**src/rtl/kb_defs_pkg.sv**
```systemverilog
// Scan-code set-2 constants, prefix-tracking FSM states and the queued entry layout
// shared by the keyboard scan decoder and its bench.
// Pure definitions: no logic, no latency, no flow control.
package kb_defs;

    localparam logic [7:0] SC_BREAK  = 8'hF0;
    localparam logic [7:0] SC_EXT    = 8'hE0;
    localparam logic [7:0] SC_LSHIFT = 8'h12;
    localparam logic [7:0] SC_RSHIFT = 8'h59;
    localparam logic [7:0] SC_CAPS   = 8'h58;
    localparam logic [7:0] SC_BAT    = 8'hAA;
    localparam logic [7:0] SC_ACK    = 8'hFA;
    localparam logic [7:0] SC_RESEND = 8'hFE;
    localparam logic [7:0] SC_ECHO   = 8'hEE;

    // Only these two extended makes are forwarded (keypad Enter and keypad '/').
    localparam logic [7:0] SC_KP_ENTER = 8'h5A;
    localparam logic [7:0] SC_KP_SLASH = 8'h4A;

    typedef enum logic [1:0] {
        ST_IDLE = 2'd0,
        ST_BRK  = 2'd1,
        ST_EXT  = 2'd2,
        ST_EBRK = 2'd3
    } kb_state_e;

    typedef struct packed {
        logic [7:0] code;
        logic       shift;
        logic       caps;
    } kb_entry_t;

endpackage

```
**src/rtl/kb_fifo.sv**
```systemverilog
// Synchronous show-ahead FIFO, depth 2^W, head word visible on r_data while not empty.
// Latency: a write is visible at the head the cycle after the write edge.
// Backpressure: writes while full are ignored unless a pop happens in the same cycle.
module kb_fifo #(
    parameter int DW = 10,
    parameter int W  = 2
) (
    input  logic          clk,
    input  logic          reset,
    input  logic          wr,
    input  logic          rd,
    input  logic [DW-1:0] w_data,
    output logic [DW-1:0] r_data,
    output logic          full,
    output logic          empty
);

    localparam int DEPTH = 1 << W;

    logic [W:0]    wr_ptr_q, wr_ptr_d;
    logic [W:0]    rd_ptr_q, rd_ptr_d;
    logic [DW-1:0] mem_q [DEPTH];
    logic          wr_en, rd_en;

    // Extra pointer bit distinguishes full from empty when the low bits match.
    assign empty  = (wr_ptr_q == rd_ptr_q);
    assign full   = (wr_ptr_q[W] != rd_ptr_q[W]) && (wr_ptr_q[W-1:0] == rd_ptr_q[W-1:0]);
    assign rd_en  = rd & ~empty;
    assign wr_en  = wr & (~full | rd_en);
    assign r_data = mem_q[rd_ptr_q[W-1:0]];

    always_comb begin
        wr_ptr_d = wr_ptr_q;
        rd_ptr_d = rd_ptr_q;
        if (wr_en) wr_ptr_d = wr_ptr_q + (W+1)'(1);
        if (rd_en) rd_ptr_d = rd_ptr_q + (W+1)'(1);
    end

    always_ff @(posedge clk) begin
        if (reset) begin
            wr_ptr_q <= '0;
            rd_ptr_q <= '0;
        end else begin
            wr_ptr_q <= wr_ptr_d;
            rd_ptr_q <= rd_ptr_d;
        end
    end

    always_ff @(posedge clk) begin
        if (wr_en) mem_q[wr_ptr_q[W-1:0]] <= w_data;
    end

endmodule

```
**src/rtl/kb_scan_decoder.sv**
```systemverilog
// Strips F0/E0 prefixes from set-2 scan bytes, tracks shift/caps, queues makes with modifiers.
// Latency: a make byte is at the queue head the cycle after its rx_done_tick.
// Backpressure: none upstream; makes arriving while the queue is full are dropped and flagged.
module kb_scan_decoder
    import kb_defs::*;
#(
    parameter int W = 2
) (
    input  logic       clk,
    input  logic       reset,
    input  logic       rx_done_tick,
    input  logic [7:0] rx_data,
    input  logic       rd,
    output logic [7:0] kb_code,
    output logic       shift,
    output logic       caps_lock,
    output logic       kb_empty,
    output logic       caps_led,
    output logic       overflow
);

    kb_state_e state_q, state_d;
    logic      shl_q, shl_d;
    logic      shr_q, shr_d;
    logic      caps_q, caps_d;
    logic      caps_held_q, caps_held_d;
    logic      overflow_q, overflow_d;

    logic      push;
    kb_entry_t push_dat;
    kb_entry_t head;
    logic      fifo_full, fifo_empty;

    always_comb begin
        state_d     = state_q;
        shl_d       = shl_q;
        shr_d       = shr_q;
        caps_d      = caps_q;
        caps_held_d = caps_held_q;
        push        = 1'b0;
        // Snapshot is taken from the modifiers as they stood before this byte.
        push_dat    = '{code: rx_data, shift: shl_q | shr_q, caps: caps_q};

        if (rx_done_tick) begin
            unique case (state_q)
                ST_IDLE: begin
                    if (rx_data == SC_BREAK) begin
                        state_d = ST_BRK;
                    end else if (rx_data == SC_EXT) begin
                        state_d = ST_EXT;
                    end else if (rx_data == SC_BAT || rx_data == SC_ACK ||
                                 rx_data == SC_RESEND || rx_data == SC_ECHO) begin
                        state_d = ST_IDLE;
                    end else if (rx_data == SC_LSHIFT) begin
                        shl_d = 1'b1;
                    end else if (rx_data == SC_RSHIFT) begin
                        shr_d = 1'b1;
                    end else if (rx_data == SC_CAPS) begin
                        // Holding caps produces typematic repeats; only the first one toggles.
                        if (!caps_held_q) begin
                            caps_d      = ~caps_q;
                            caps_held_d = 1'b1;
                        end
                    end else begin
                        push = 1'b1;
                    end
                end
                ST_BRK: begin
                    if (rx_data == SC_LSHIFT) shl_d = 1'b0;
                    if (rx_data == SC_RSHIFT) shr_d = 1'b0;
                    if (rx_data == SC_CAPS)   caps_held_d = 1'b0;
                    state_d = ST_IDLE;
                end
                ST_EXT: begin
                    if (rx_data == SC_BREAK) begin
                        state_d = ST_EBRK;
                    end else begin
                        push    = (rx_data == SC_KP_ENTER) || (rx_data == SC_KP_SLASH);
                        state_d = ST_IDLE;
                    end
                end
                ST_EBRK: state_d = ST_IDLE;
                default: state_d = ST_IDLE;
            endcase
        end

        overflow_d = overflow_q | (push & fifo_full & ~(rd & ~fifo_empty));
    end

    always_ff @(posedge clk) begin
        if (reset) begin
            state_q     <= ST_IDLE;
            shl_q       <= 1'b0;
            shr_q       <= 1'b0;
            caps_q      <= 1'b0;
            caps_held_q <= 1'b0;
            overflow_q  <= 1'b0;
        end else begin
            state_q     <= state_d;
            shl_q       <= shl_d;
            shr_q       <= shr_d;
            caps_q      <= caps_d;
            caps_held_q <= caps_held_d;
            overflow_q  <= overflow_d;
        end
    end

    kb_fifo #(
        .DW ($bits(kb_entry_t)),
        .W  (W)
    ) u_fifo (
        .clk    (clk),
        .reset  (reset),
        .wr     (push),
        .rd     (rd),
        .w_data (push_dat),
        .r_data (head),
        .full   (fifo_full),
        .empty  (fifo_empty)
    );

    assign kb_empty  = fifo_empty;
    assign kb_code   = fifo_empty ? 8'h00 : head.code;
    assign shift     = fifo_empty ? 1'b0  : head.shift;
    assign caps_lock = fifo_empty ? 1'b0  : head.caps;
    assign caps_led  = caps_q;
    assign overflow  = overflow_q;

endmodule

```
**config.mk**
```make
export PLATFORM = sky130hd
export DESIGN_NAME = kb_scan_decoder
export DESIGN_NICKNAME = d
export VERILOG_FILES = /design/src/rtl/kb_defs_pkg.sv /design/src/rtl/kb_fifo.sv /design/src/rtl/kb_scan_decoder.sv
export SDC_FILE = /design/constraint.sdc
export NUM_CORES = 1
export LEC_CHECK = 0
export ABC_AREA = 1
export BUFFER_PORTS_ARGS = -buffer_cell sky130_fd_sc_hd__buf_2
export CORE_MARGIN = 1
export CORE_UTILIZATION = 58
export CTS_CLUSTER_DIAMETER = 30
export CTS_CLUSTER_SIZE = 16
export DETAILED_ROUTE_END_ITERATION = 6
export PLACE_DENSITY = 0.87
export SYNTH_ARGS = -nofsm -noshare
export SYNTH_HDL_FRONTEND = slang
export SYNTH_SLANG_ARGS = --single-unit
```
**constraint.sdc**
```tcl
create_clock -name clk -period 2.5 [get_ports clk]
set_clock_uncertainty 0.2 [all_clocks]
set_input_delay 0.25 -clock clk [delete_from_list [all_inputs] [get_ports clk]]
set_output_delay 0.25 -clock clk [all_outputs]
set_load 0.005 [all_outputs]
```
==> flow_metrics.py <==
metrics = {
    "yosys": {
        "ys_ff_latch": 55,
        "ys.flop_type": "edfxtp_1",
        "synthCells": 275,
        "synth_area_leaders": "edfxtp_1 47%, dfxtp_1 12%, nor2_1 7.9%",
        "syn_avg_cell_area_um2": 9.38,
        "syn_nets": 292,
        "synth.largest_area_cell": "edfxtp_1",
        "synth_seq_area_share_pct": 58.2,
        "synth_edf_count": 40,
        "yosysTopAreaCellShare_pct": 46.6,
        "async_flop_share_pct": 0,
        "synth_cell_types": 30,
        "syn_area_mm2": 0.00258,
        "yosysWarnings": 0,
    },
    "power": {
        "combPwrFrac_pct": 20.6,
        "switching_power_uw": 589,
        "pwr-share-clk_pct": 27.7,
        "p_sw_share_pct": 28.4,
        "irDropWorstVdd_mv": 0.526,
        "fin_total_pwr_mw": 2.08,
        "pwr-share-seq_pct": 51.7,
        "p_per_area_mw_per_mm2": 719,
        "p_leak_nw": 1.21,
        "internal_power_mw": 1.49,
    },
    "critical_path": {
        "path_class": "reg -> out",
        "arrival_ns": 1.85,
        "critPathMaxFanout": 12,
        "worstSetupStartpoint": "u_fifo.wr_ptr_q[1]",
        "r2r_start": "u_fifo.wr_ptr_q[1]",
        "cp-end-kind": "output port",
        "endpoint": "shift",
        "start_kind": "flop",
        "worstPathRequired_ns": 2.05,
        "r2r_cells": 7,
        "r2r_slack_ns": 0.51,
    },
    "global_route": {
        "grt_pass1_vias": 1880,
        "track_usage_pct": 25.4,
        "antenna_found_initial": 0,
        "grt_pass1_wl_mm": 8.34,
        "busiest_layer": "met2",
        "grt_use_met1_pct": 29.6,
        "grt_remaining_overflow": 0,
        "grtUsageMet2_pct": 43.8,
        "grt_use_met3_pct": 6.25,
        "grt_max_degree": 21,
    },
    "timing": {
        "setup_viol": 0,
        "tightestPinTransition_ns": 0.642,
        "rsz0062_at_grt": "false",
        "fin_setup_tns_ns": 0,
        "period_share_pct": 91.8,
        "whs_ns": 0.00835,
        "max_freq_mhz": 436,
        "slew_headroom_pct": 57.1,
        "fin_crit_ns": 2.30,
        "drv_slew": 0,
        "hold_viol": 0,
        "finalWorstSetupSlack_ns": 0.205,
    },
    "detailed_routing": {
        "detail-route-antenna-nets": 0,
        "routed_wl_mm": 5.18,
        "vias": 1941,
        "viasPerCell": 5.48,
        "first_pass_iters": 5,
        "avgRoutedWirePerCell_um": 14.6,
        "drcViolationCount": 0,
        "drtIter0Drc": 180,
    },
    "floorplanning": {
        "dieArea_mm2": 0.00472,
        "core_area_mm2": 0.00414,
        "dieWidth_um": 68.7,
        "die_h_um": 68.7,
        "pin_count": 25,
        "std_cell_rows": 23,
        "start_util_pct": 62.3,
    },
    "clocking": {
        "clkLatencyLatePin_ns": 0.31,
        "cts.sinks": 55,
        "root_buffer": "clkbuf_8",
        "htreeDepth": 2,
        "cts.path.max_buffers": 2,
        "cts_buffers": 5,
        "clkTransAtPathRegs_ns": 0.09,
        "cts_resized": 0,
        "cts_tree": "done",
    },
    "run": {
        "drv_cap": 0,
    },
    "final_layout": {
        "n_antenna_cell": 0,
        "syn_to_final_growth_pct": 11.8,
        "final_nets": 321,
        "drive_gt1_share_pct": 17.8,
    },
    "status": {
        "outcome": "finished clean",
    },
    "worst_hold_path": {
        "min_path_type": "in -> reg",
    },
    "placed_design": {
        "place_worst_setup_slack_ns": 0.505,
        "io_buffer_count": 24,
        "gp_congestion": 0.830,
        "hpwl_mm": 3.63,
    },
}
## routing by layer
metal | part of all wire (%) | vias to the layer above | routed length, µm
li1 | - | 970 | -
met1 | 41 | 886 | 2120
met2 | 50 | 73 | 2590
met3 | 6.8 | 12 | 353
met4 | 2.4 | 0 | 122
met5 | 0 | - | 0
## kinds of logic (layout without fill, tap and decap cells)
logic type | count (synthesis) | in the layout | synth area share (%)
adders and majority gates | 5 | 5 | 2.42
and+or+nand+nor | 120 | 120 | 20.8
xor gates and xnor gates | 3 | 3 | 1.02
AOI/OAI and AO/OA | 43 | 43 | 10.4
DFF | 55 | 55 | 58.2
buffers and inverters | 49 | 78 | 7.18
## repair_timing
| item | in CTS | in global routing |
|---|---|---|
| buffers inserted | 0 | 0 |
| hold buffers | 1 | 0 |
| endpoints found under the hold margin | 3 | 0 |
## worst min-delay path by stage
stage	slack, ns	start	endpoint	cells after the start
2_1_floorplan	0.11	reset	u_fifo.wr_ptr_q[2]	1
3_3_place_gp	0.24	overflow	overflow	2
3_5_place_dp	0.24	overflow	overflow	2
4_1_cts	0.009	rx_data[2]	u_fifo.mem_q[3][4]	1
5_1_grt	0.01	rx_data[2]	u_fifo.mem_q[0][4]	1
6_report	0.008	rx_data[2]	u_fifo.mem_q[3][4]	1
## registers in the layout, indices dropped and copies added (netlist names), named ones only
signal           cells
caps_led             1
u_fifo.rd_ptr_q      3
overflow             1
shl_q                1
u_fifo.wr_ptr_q      3
caps_held_q          1
state_q              2
u_fifo.mem_q        40
shr_q                1
## cells in the final DEF (no fill, tap or decap)
cell type,synthesis,layout
dfxtp_1,15,15
dlygate4sd3_1,0,1
or2_0,1,1
nor2_2,5,5
xor2_1,2,2
a31oi_1,2,2
edfxtp_1,40,40
nand2_4,1,1
bufinv_16,0,1
nand3_2,1,1
nand4_1,6,6
nor2_1,54,54
o21bai_1,1,1
nor3_1,1,1
nor2_4,1,1
clkinv_1,1,1
o31ai_1,1,1
o32ai_1,10,10
inv_1,36,36
nand3_1,10,10
buf_2,0,24
nand2_1,36,36
clkbuf_8,0,5
ha_1,5,5
nand2_2,3,3
buf_4,0,5
xnor2_1,1,1
inv_2,4,4
o21ai_1,2,2
o21ai_0,15,15
a21oi_2,2,2
a21oi_1,10,10
clkinvlp_4,0,1
nand3_4,1,1
## power by group through the flow
stage / logic, mW / registers, mW / clock network, mW
2_1_floorplan: 0.282 / 1.07 / 0
6_report: 0.428 / 1.07 / 0.575
3_5_place_dp: 0.423 / 1.10 / 0
5_1_grt: 0.492 / 1.08 / 0.621
4_1_cts: 0.426 / 1.07 / 0.581
3_3_place_gp: 0.404 / 1.09 / 0
## worst max-delay path, stage by stage, from the launching register on
cell	delay (ns)
dfxtp_1	0.35
or2_0	0.22
a21oi_1	0.20
nand2_1	0.38
nand2_1	0.21
inv_1	0.05
buf_2	0.12
## cell usage after synthesis, types with 5 or more instances
cell type  count
dfxtp_1       15
nor2_2         5
ha_1           5
nand2_1       36
nand3_1       10
o32ai_1       10
o21ai_0       15
inv_1         36
nand4_1        6
nor2_1        54
clkbuf_1       7
a21oi_1       10
edfxtp_1      40
## final cells by class
| class | instances | area, µm² |
|---|---|---|
| sequential | 55 | 1500 |
| fill | 330 | 1260 |
| multi-input combinational | 171 | 893 |
| timing repair buffer | 30 | 168 |
| inverter | 41 | 154 |
| clock buffer | 5 | 68.8 |
| tap | 50 | 62.6 |
| clock inverter | 2 | 37.5 |
## through the flow
step	util [%]	cells	cell area, µm²
after floorplan	-	275	2580
after global placement	66.8	346	2770
after detailed placement	66.8	346	2770
after CTS	69.6	354	2890
after global routing	69.6	354	2890
final	69.6	354	2890
No activity file was read; power rests on OpenSTA's default activity.
